--- config.mk ---
export PLATFORM = sky130hd
export DESIGN_NAME = sw_panel_ctrl
export DESIGN_NICKNAME = d
export VERILOG_FILES = /design/src/rtl/sw_panel_ctrl.sv
export SDC_FILE = /design/constraint.sdc
export NUM_CORES = 1
export LEC_CHECK = 0
export ABC_AREA = 1
export BUFFER_PORTS_ARGS = -buffer_cell sky130_fd_sc_hd__buf_2
export CORE_MARGIN = 2
export CORE_UTILIZATION = 55
export CTS_BUF_LIST = sky130_fd_sc_hd__clkbuf_8
export DETAILED_ROUTE_END_ITERATION = 16
export GPL_TIMING_DRIVEN = 0
export PLACE_DENSITY = 0.75
export SLEW_MARGIN = 10
export SYNTH_ARGS = -nofsm -noshare
export SYNTH_HDL_FRONTEND = slang
export SYNTH_SLANG_ARGS = --single-unit
--- constraint.sdc ---
create_clock -name clk -period 1.9 [get_ports clk]
set_clock_uncertainty 0.15 [all_clocks]
set_input_delay 0.095 -clock clk [delete_from_list [all_inputs] [get_ports clk]]
set_output_delay 0.095 -clock clk [all_outputs]
set_load 0.03 [all_outputs]
--- src/rtl/sw_panel_ctrl.sv ---
// rtl/sw_panel_ctrl.sv - stopwatch front-panel controller: debounced commands, run/pause/edit FSM, lap view select
// Optional PANEL_BLINK_EN builds the edit-digit blink generator.
module sw_panel_ctrl #(
    parameter logic [15:0] DEB_CYCLES   = 16'd50000,
    parameter logic [31:0] LAP_HOLD     = 32'd300000000,
    parameter logic [31:0] BLINK_CYCLES = 32'd25000000
) (
    input  logic       clk,
    input  logic       rst,
    input  logic       btn_ss,
    input  logic       btn_lap,
    input  logic       btn_clr,
    input  logic       btn_set,
    input  logic       btn_inc,
    output logic       start,
    output logic       stop,
    output logic       lap,
    output logic       clr,
    output logic       load,
    output logic [3:0] load_ms_hr,
    output logic [3:0] load_ls_hr,
    output logic [3:0] load_ms_min,
    output logic [3:0] load_ls_min,
    output logic [1:0] ctrl_state,
    output logic [1:0] edit_digit,
    output logic       disp_sel,
    output logic       edit_blink
);

    typedef enum logic [1:0] {
        ST_IDLE  = 2'd0,
        ST_RUN   = 2'd1,
        ST_PAUSE = 2'd2,
        ST_EDIT  = 2'd3
    } state_t;

    // Button lanes: 0=ss 1=lap 2=clr 3=set 4=inc
    logic [4:0]  raw;
    logic [4:0]  sync1_q, sync1_d, sync2_q, sync2_d;
    logic [4:0]  deb_q, deb_d, deb_prev_q, deb_prev_d, ev_q, ev_d;
    logic [15:0] cnt_q [5];
    logic [15:0] cnt_d [5];

    assign raw = {btn_inc, btn_set, btn_clr, btn_lap, btn_ss};

    always_comb begin
        sync1_d    = raw;
        sync2_d    = sync1_q;
        deb_d      = deb_q;
        deb_prev_d = deb_q;
        ev_d       = deb_q & ~deb_prev_q;
        for (int i = 0; i < 5; i++) begin
            cnt_d[i] = 16'd0;
            if (sync2_q[i] != deb_q[i]) begin
                if (cnt_q[i] == DEB_CYCLES - 16'd1) begin
                    deb_d[i] = sync2_q[i];
                end else begin
                    cnt_d[i] = cnt_q[i] + 16'd1;
                end
            end
        end
    end

    always_ff @(posedge clk) begin
        if (rst) begin
            sync1_q    <= '0;
            sync2_q    <= '0;
            deb_q      <= '0;
            deb_prev_q <= '0;
            ev_q       <= '0;
            for (int i = 0; i < 5; i++) cnt_q[i] <= '0;
        end else begin
            sync1_q    <= sync1_d;
            sync2_q    <= sync2_d;
            deb_q      <= deb_d;
            deb_prev_q <= deb_prev_d;
            ev_q       <= ev_d;
            for (int i = 0; i < 5; i++) cnt_q[i] <= cnt_d[i];
        end
    end

    // Only the highest-priority event of a cycle survives: clr > set > ss > lap > inc
    logic e_clr, e_set, e_ss, e_lap, e_inc;
    assign e_clr = ev_q[2];
    assign e_set = ev_q[3] & ~ev_q[2];
    assign e_ss  = ev_q[0] & ~ev_q[2] & ~ev_q[3];
    assign e_lap = ev_q[1] & ~ev_q[0] & ~ev_q[2] & ~ev_q[3];
    assign e_inc = ev_q[4] & ~ev_q[1] & ~ev_q[0] & ~ev_q[2] & ~ev_q[3];

    state_t      state_q, state_d, ret_q, ret_d;
    logic        start_q, start_d, stop_q, stop_d, lap_q, lap_d;
    logic        clr_q, clr_d, load_q, load_d;
    logic        disp_q, disp_d, hold_q, hold_d;
    logic [31:0] lap_cnt_q, lap_cnt_d;
    logic [1:0]  digit_q, digit_d;
    logic [3:0]  e_mshr_q, e_mshr_d, e_lshr_q, e_lshr_d;
    logic [3:0]  e_mmin_q, e_mmin_d, e_lmin_q, e_lmin_d;
    logic [3:0]  ld_mshr_q, ld_mshr_d, ld_lshr_q, ld_lshr_d;
    logic [3:0]  ld_mmin_q, ld_mmin_d, ld_lmin_q, ld_lmin_d;
    logic        enter_edit;

    always_comb begin
        state_d    = state_q;
        ret_d      = ret_q;
        start_d    = 1'b0;
        stop_d     = 1'b0;
        lap_d      = 1'b0;
        clr_d      = 1'b0;
        load_d     = 1'b0;
        disp_d     = disp_q;
        hold_d     = hold_q;
        lap_cnt_d  = lap_cnt_q;
        digit_d    = digit_q;
        e_mshr_d   = e_mshr_q;
        e_lshr_d   = e_lshr_q;
        e_mmin_d   = e_mmin_q;
        e_lmin_d   = e_lmin_q;
        ld_mshr_d  = ld_mshr_q;
        ld_lshr_d  = ld_lshr_q;
        ld_mmin_d  = ld_mmin_q;
        ld_lmin_d  = ld_lmin_q;
        enter_edit = 1'b0;

        // Lap-view hold timer; a lap event below overrides an expiry in the same cycle
        if (hold_q) begin
            if (lap_cnt_q == 32'd0) begin
                hold_d = 1'b0;
                disp_d = 1'b0;
            end else begin
                lap_cnt_d = lap_cnt_q - 32'd1;
            end
        end

        case (state_q)
            ST_IDLE: begin
                if (e_clr) begin
                    clr_d = 1'b1;
                end else if (e_set) begin
                    enter_edit = 1'b1;
                end else if (e_ss) begin
                    start_d = 1'b1;
                    state_d = ST_RUN;
                end
            end
            ST_RUN: begin
                if (e_clr) begin
                    clr_d   = 1'b1;
                    disp_d  = 1'b0;
                    hold_d  = 1'b0;
                    state_d = ST_IDLE;
                end else if (e_ss) begin
                    stop_d  = 1'b1;
                    state_d = ST_PAUSE;
                end else if (e_lap) begin
                    lap_d     = 1'b1;
                    disp_d    = 1'b1;
                    hold_d    = 1'b1;
                    lap_cnt_d = LAP_HOLD - 32'd1;
                end
            end
            ST_PAUSE: begin
                if (e_clr) begin
                    clr_d   = 1'b1;
                    disp_d  = 1'b0;
                    hold_d  = 1'b0;
                    state_d = ST_IDLE;
                end else if (e_set) begin
                    enter_edit = 1'b1;
                end else if (e_ss) begin
                    start_d = 1'b1;
                    state_d = ST_RUN;
                end else if (e_lap) begin
                    disp_d = ~disp_q;
                    hold_d = 1'b0;
                end
            end
            default: begin
                if (e_clr) begin
                    state_d = ret_q;
                    digit_d = 2'd0;
                end else if (e_set) begin
                    if (digit_q == 2'd3) begin
                        load_d    = 1'b1;
                        ld_mshr_d = e_mshr_q;
                        ld_lshr_d = e_lshr_q;
                        ld_mmin_d = e_mmin_q;
                        ld_lmin_d = e_lmin_q;
                        state_d   = ST_PAUSE;
                        digit_d   = 2'd0;
                    end else begin
                        digit_d = digit_q + 2'd1;
                    end
                end else if (e_inc) begin
                    case (digit_q)
                        2'd0: begin
                            if (e_mshr_q >= 4'd2) begin
                                e_mshr_d = 4'd0;
                            end else begin
                                e_mshr_d = e_mshr_q + 4'd1;
                                if (e_mshr_q == 4'd1 && e_lshr_q > 4'd3) e_lshr_d = 4'd3;
                            end
                        end
                        2'd1: begin
                            if ((e_mshr_q == 4'd2 && e_lshr_q >= 4'd3) || e_lshr_q >= 4'd9)
                                e_lshr_d = 4'd0;
                            else
                                e_lshr_d = e_lshr_q + 4'd1;
                        end
                        2'd2: e_mmin_d = (e_mmin_q >= 4'd5) ? 4'd0 : e_mmin_q + 4'd1;
                        default: e_lmin_d = (e_lmin_q >= 4'd9) ? 4'd0 : e_lmin_q + 4'd1;
                    endcase
                end
            end
        endcase

        if (enter_edit) begin
            state_d  = ST_EDIT;
            ret_d    = state_q;
            digit_d  = 2'd0;
            e_mshr_d = 4'd0;
            e_lshr_d = 4'd0;
            e_mmin_d = 4'd0;
            e_lmin_d = 4'd0;
            disp_d   = 1'b0;
            hold_d   = 1'b0;
        end
    end

    always_ff @(posedge clk) begin
        if (rst) begin
            state_q   <= ST_IDLE;
            ret_q     <= ST_IDLE;
            start_q   <= 1'b0;
            stop_q    <= 1'b0;
            lap_q     <= 1'b0;
            clr_q     <= 1'b0;
            load_q    <= 1'b0;
            disp_q    <= 1'b0;
            hold_q    <= 1'b0;
            lap_cnt_q <= '0;
            digit_q   <= '0;
            e_mshr_q  <= '0;
            e_lshr_q  <= '0;
            e_mmin_q  <= '0;
            e_lmin_q  <= '0;
            ld_mshr_q <= '0;
            ld_lshr_q <= '0;
            ld_mmin_q <= '0;
            ld_lmin_q <= '0;
        end else begin
            state_q   <= state_d;
            ret_q     <= ret_d;
            start_q   <= start_d;
            stop_q    <= stop_d;
            lap_q     <= lap_d;
            clr_q     <= clr_d;
            load_q    <= load_d;
            disp_q    <= disp_d;
            hold_q    <= hold_d;
            lap_cnt_q <= lap_cnt_d;
            digit_q   <= digit_d;
            e_mshr_q  <= e_mshr_d;
            e_lshr_q  <= e_lshr_d;
            e_mmin_q  <= e_mmin_d;
            e_lmin_q  <= e_lmin_d;
            ld_mshr_q <= ld_mshr_d;
            ld_lshr_q <= ld_lshr_d;
            ld_mmin_q <= ld_mmin_d;
            ld_lmin_q <= ld_lmin_d;
        end
    end

`ifdef PANEL_BLINK_EN
    logic        blink_q, blink_d;
    logic [31:0] blink_cnt_q, blink_cnt_d;

    always_comb begin
        blink_d     = 1'b0;
        blink_cnt_d = 32'd0;
        if (state_d == ST_EDIT) begin
            if (state_q != ST_EDIT || e_set || e_inc) begin
                blink_d = 1'b1;
            end else if (blink_cnt_q == BLINK_CYCLES - 32'd1) begin
                blink_d = ~blink_q;
            end else begin
                blink_d     = blink_q;
                blink_cnt_d = blink_cnt_q + 32'd1;
            end
        end
    end

    always_ff @(posedge clk) begin
        if (rst) begin
            blink_q     <= 1'b0;
            blink_cnt_q <= '0;
        end else begin
            blink_q     <= blink_d;
            blink_cnt_q <= blink_cnt_d;
        end
    end

    assign edit_blink = blink_q;
`else
    logic unused_blink;
    assign unused_blink = ^BLINK_CYCLES;
    assign edit_blink   = 1'b0;
`endif

    assign start       = start_q;
    assign stop        = stop_q;
    assign lap         = lap_q;
    assign clr         = clr_q;
    assign load        = load_q;
    assign load_ms_hr  = ld_mshr_q;
    assign load_ls_hr  = ld_lshr_q;
    assign load_ms_min = ld_mmin_q;
    assign load_ls_min = ld_lmin_q;
    assign ctrl_state  = state_q;
    assign edit_digit  = digit_q;
    assign disp_sel    = disp_q;

endmodule

==> flow_summary.yaml <==
run_status:
  outcome: "finished, final reports clean"
route:
  detail-route-antenna-nets: 0
  wl_per_cell_um: 12.6
  routed_wl_mm: 18.8
  drc: 0
  first_iter_violations: 539
  routed-via-count: 7697
  vias_per_cell: 5.16
  drt_pass1_iterations: 7
placement:
  placed_cells: 1438
  place_congestion: 0.943
  io_buffers: 31
  dpl_cell_area_um2: 9350
  dp_hpwl_mm: 13.2
min_path:
  min_path_type: "in -> reg"
  whs_path_depth: 4
synthesis:
  netlist_instances: 1191
  synth_enable_flop_cells: 0
  synth_top_area_share_pct: 40.9
  yosys-top-cells-count: "186 x nand2_1, 182 x dfxtp_1, 162 x inv_1"
  yosys_warnings: 0
  synthesis.nets: 1227
  ys_seq_area_share_pct: 40.9
  synthMostInstantiatedCell: "nand2_1"
  synth_area_leaders: "dfxtp_1 41%, nand2_1 7.8%, inv_1 6.8%, nor2_1 6.2%, a21oi_1 4.9%"
  synth.distinct_cells: 50
  synth_top_cell_by_area: "dfxtp_1"
  synth_ff_type: "dfxtp_1"
  syn_avg_cell_area_um2: 7.49
  synth.ff_latch_count: 182
  async_flop_share_pct: 0
  syn_area_um2: 8920
power:
  p_per_area_nw_per_um2: 713
  power_uw: 7320
  p_leak_uw: 0.00414
  ir_drop_mv: 0.547
finish:
  fin_area_um2: 10300
  fillers: 1412
  finish.net_count: 1299
  drive_gt1_share_pct: 19.6
  synthToLayoutAreaGrowth_pct: 15.0
  n_antenna_cell: 0
  seqCellArea_um2: 3660
  instances_no_fill: 1492
  multi_input_area_um2: 4780
timing:
  finalHoldViolCount: 0
  rsz0062_at_grt: "true"
  fmax_ghz: 0.540
  slew_viol_final: 0
  setup_viol: 0
  post-route-period-util_pct: 97.5
  period_needed_ps: 1850
  tightest_slew_ps: 569
  relSlewSlack_pct: 62.1
  setup_tns_ps: 0
  fin_hold_ws_ps: 56.7
worst_setup_path:
  critical_path_required_ps: 2120
  critical_path_class: "reg -> reg"
  critical_path_peak_fanout: 10
  worstPathArrival_ps: 2070
  start_kind: "flop"
  rr_worst_depth: 11
  setup.worst_path.end_class: "flop"
clock_tree:
  path_clk_slew_ps: 90
  clkSinkCount: 182
  cts_max_path_buffers: 2
  cts_max_level: 4
  cts_tree: "done"
  cts_root_buffer: "clkbuf_8"
  numCtsBuffers: 17
  clock_latency_ps: 470
floorplan:
  die-area_um2: 17200
  core_area_um2: 15900
  start_util_pct: 56.1
  die_w_um: 131
  ioPinCount: 34
  die_height_um: 131
  rows: 46
grt:
  grt_pass1_wl_mm: 31.0
  grt_use_total_pct: 21.5
  overflow: 0
  grt_pass1_vias: 6945
  grt_max_degree: 17
  antenna_found_initial: 0
run:
  cap_violations: 0
-- worst max-delay path, stage by stage (launching register included) --
cell and delay (ps):
dfxtp_2 340, inv_2 120, ha_1 210, nand3_1 100, nor2_2 140, nand2_2 80, nor2_4 140, nor2_4 60
buf_6 150, nand2_2 60, xor2_1 160, nor2_1 50
-- registers in the layout, indices dropped and copies added (netlist names), 2 cells and up --
signal       count
deb_prev_d       5
sync1_q          5
sync2_q          5
load_ms_min      4
edit_digit       2
e_mmin_q         4
load_ms_hr       4
deb_prev_q       5
e_lshr_q         4
e_lmin_q         4
ctrl_state       2
cnt_q           80
e_mshr_q         4
ev_q             5
load_ls_min      4
ret_q            2
load_ls_hr       4
lap_cnt_q       32
-- report_power, final --
group	internal [µW]	switching [µW]
sequential	3860	35.2
combinational	242	441
clock	1330	1410
-- area by class of cell --
type,count,area share [%]
Clock inverter,14,1.57
Clock buffer,18,2.42
Timing Repair Buffer,52,3.21
Tap cell,216,2.64
Multi-Input combinational cell,809,46.6
Sequential cell,182,35.7
Inverter,175,6.45
Buffer,26,1.43
-- placed cells by master, fill, tap and decap left out, drive strengths merged, types with 29 or more instances in the layout --
master  instances
clkbuf         29
a21oi          91
dfxtp         182
ha             29
nor3           42
buf            62
o21ai          58
nand2         200
nand3          67
nor2          190
inv           181
-- path summary, 6_finish.rpt --
path,start,endpoint,slack [ps]
max,lap_cnt_q[0],lap_cnt_q[27],50
min,rst,e_mmin_q[3],60
max reg2reg,lap_cnt_q[0],lap_cnt_q[27],50
min reg2reg,deb_prev_q[4],ev_q[4],240
-- cell families (layout without fill, tap and decap cells) --
| logic type | count (synthesis) | count (layout) | synth area share, % |
|---|---|---|---|
| buf+inv | 201 | 285 | 8.95 |
| fa+ha+maj | 29 | 29 | 4.07 |
| xor+xnor | 31 | 31 | 3.04 |
| other cells | 1 | 1 | 0.0421 |
| compound gates | 184 | 184 | 11.7 |
| simple gates | 563 | 564 | 31.3 |
| flops | 182 | 182 | 40.9 |
-- layer usage --
metal | track usage [%] | up-vias | share of wire, %
li1 | - | 3991 | -
met1 | 28.4 | 3490 | 46
met2 | 35.4 | 181 | 47
met3 | 4.55 | 35 | 4.6
met4 | 6.64 | 0 | 2.1
met5 | 0 | - | 0
-- metrics by stage --
| step | setup WS [ps] | utilization, % |
|---|---|---|
| 3_5_place_dp | -89.5 | 58.8 |
| 4_1_cts | -17.5 | 62.1 |
| 2_1_floorplan | 54.6 | - |
| 3_3_place_gp | -89.6 | 58.8 |
| 5_1_grt | -42.7 | 64.6 |
| 6_report | 48.2 | 64.6 |
-- repair_timing --
| item | 4_1_cts | 5_1_grt |
|---|---|---|
| setup endpoints to repair | 49 | 98 |
| hold endpoints to repair | 5 | 0 |
| cloned | 0 | 1 |
| gates resized for setup | 14 | 71 |
| pin swaps | 2 | 25 |
| buffers inserted | 1 | 15 |
| hold buffers | 5 | 0 |
No activity file was read; power rests on OpenSTA's default activity.
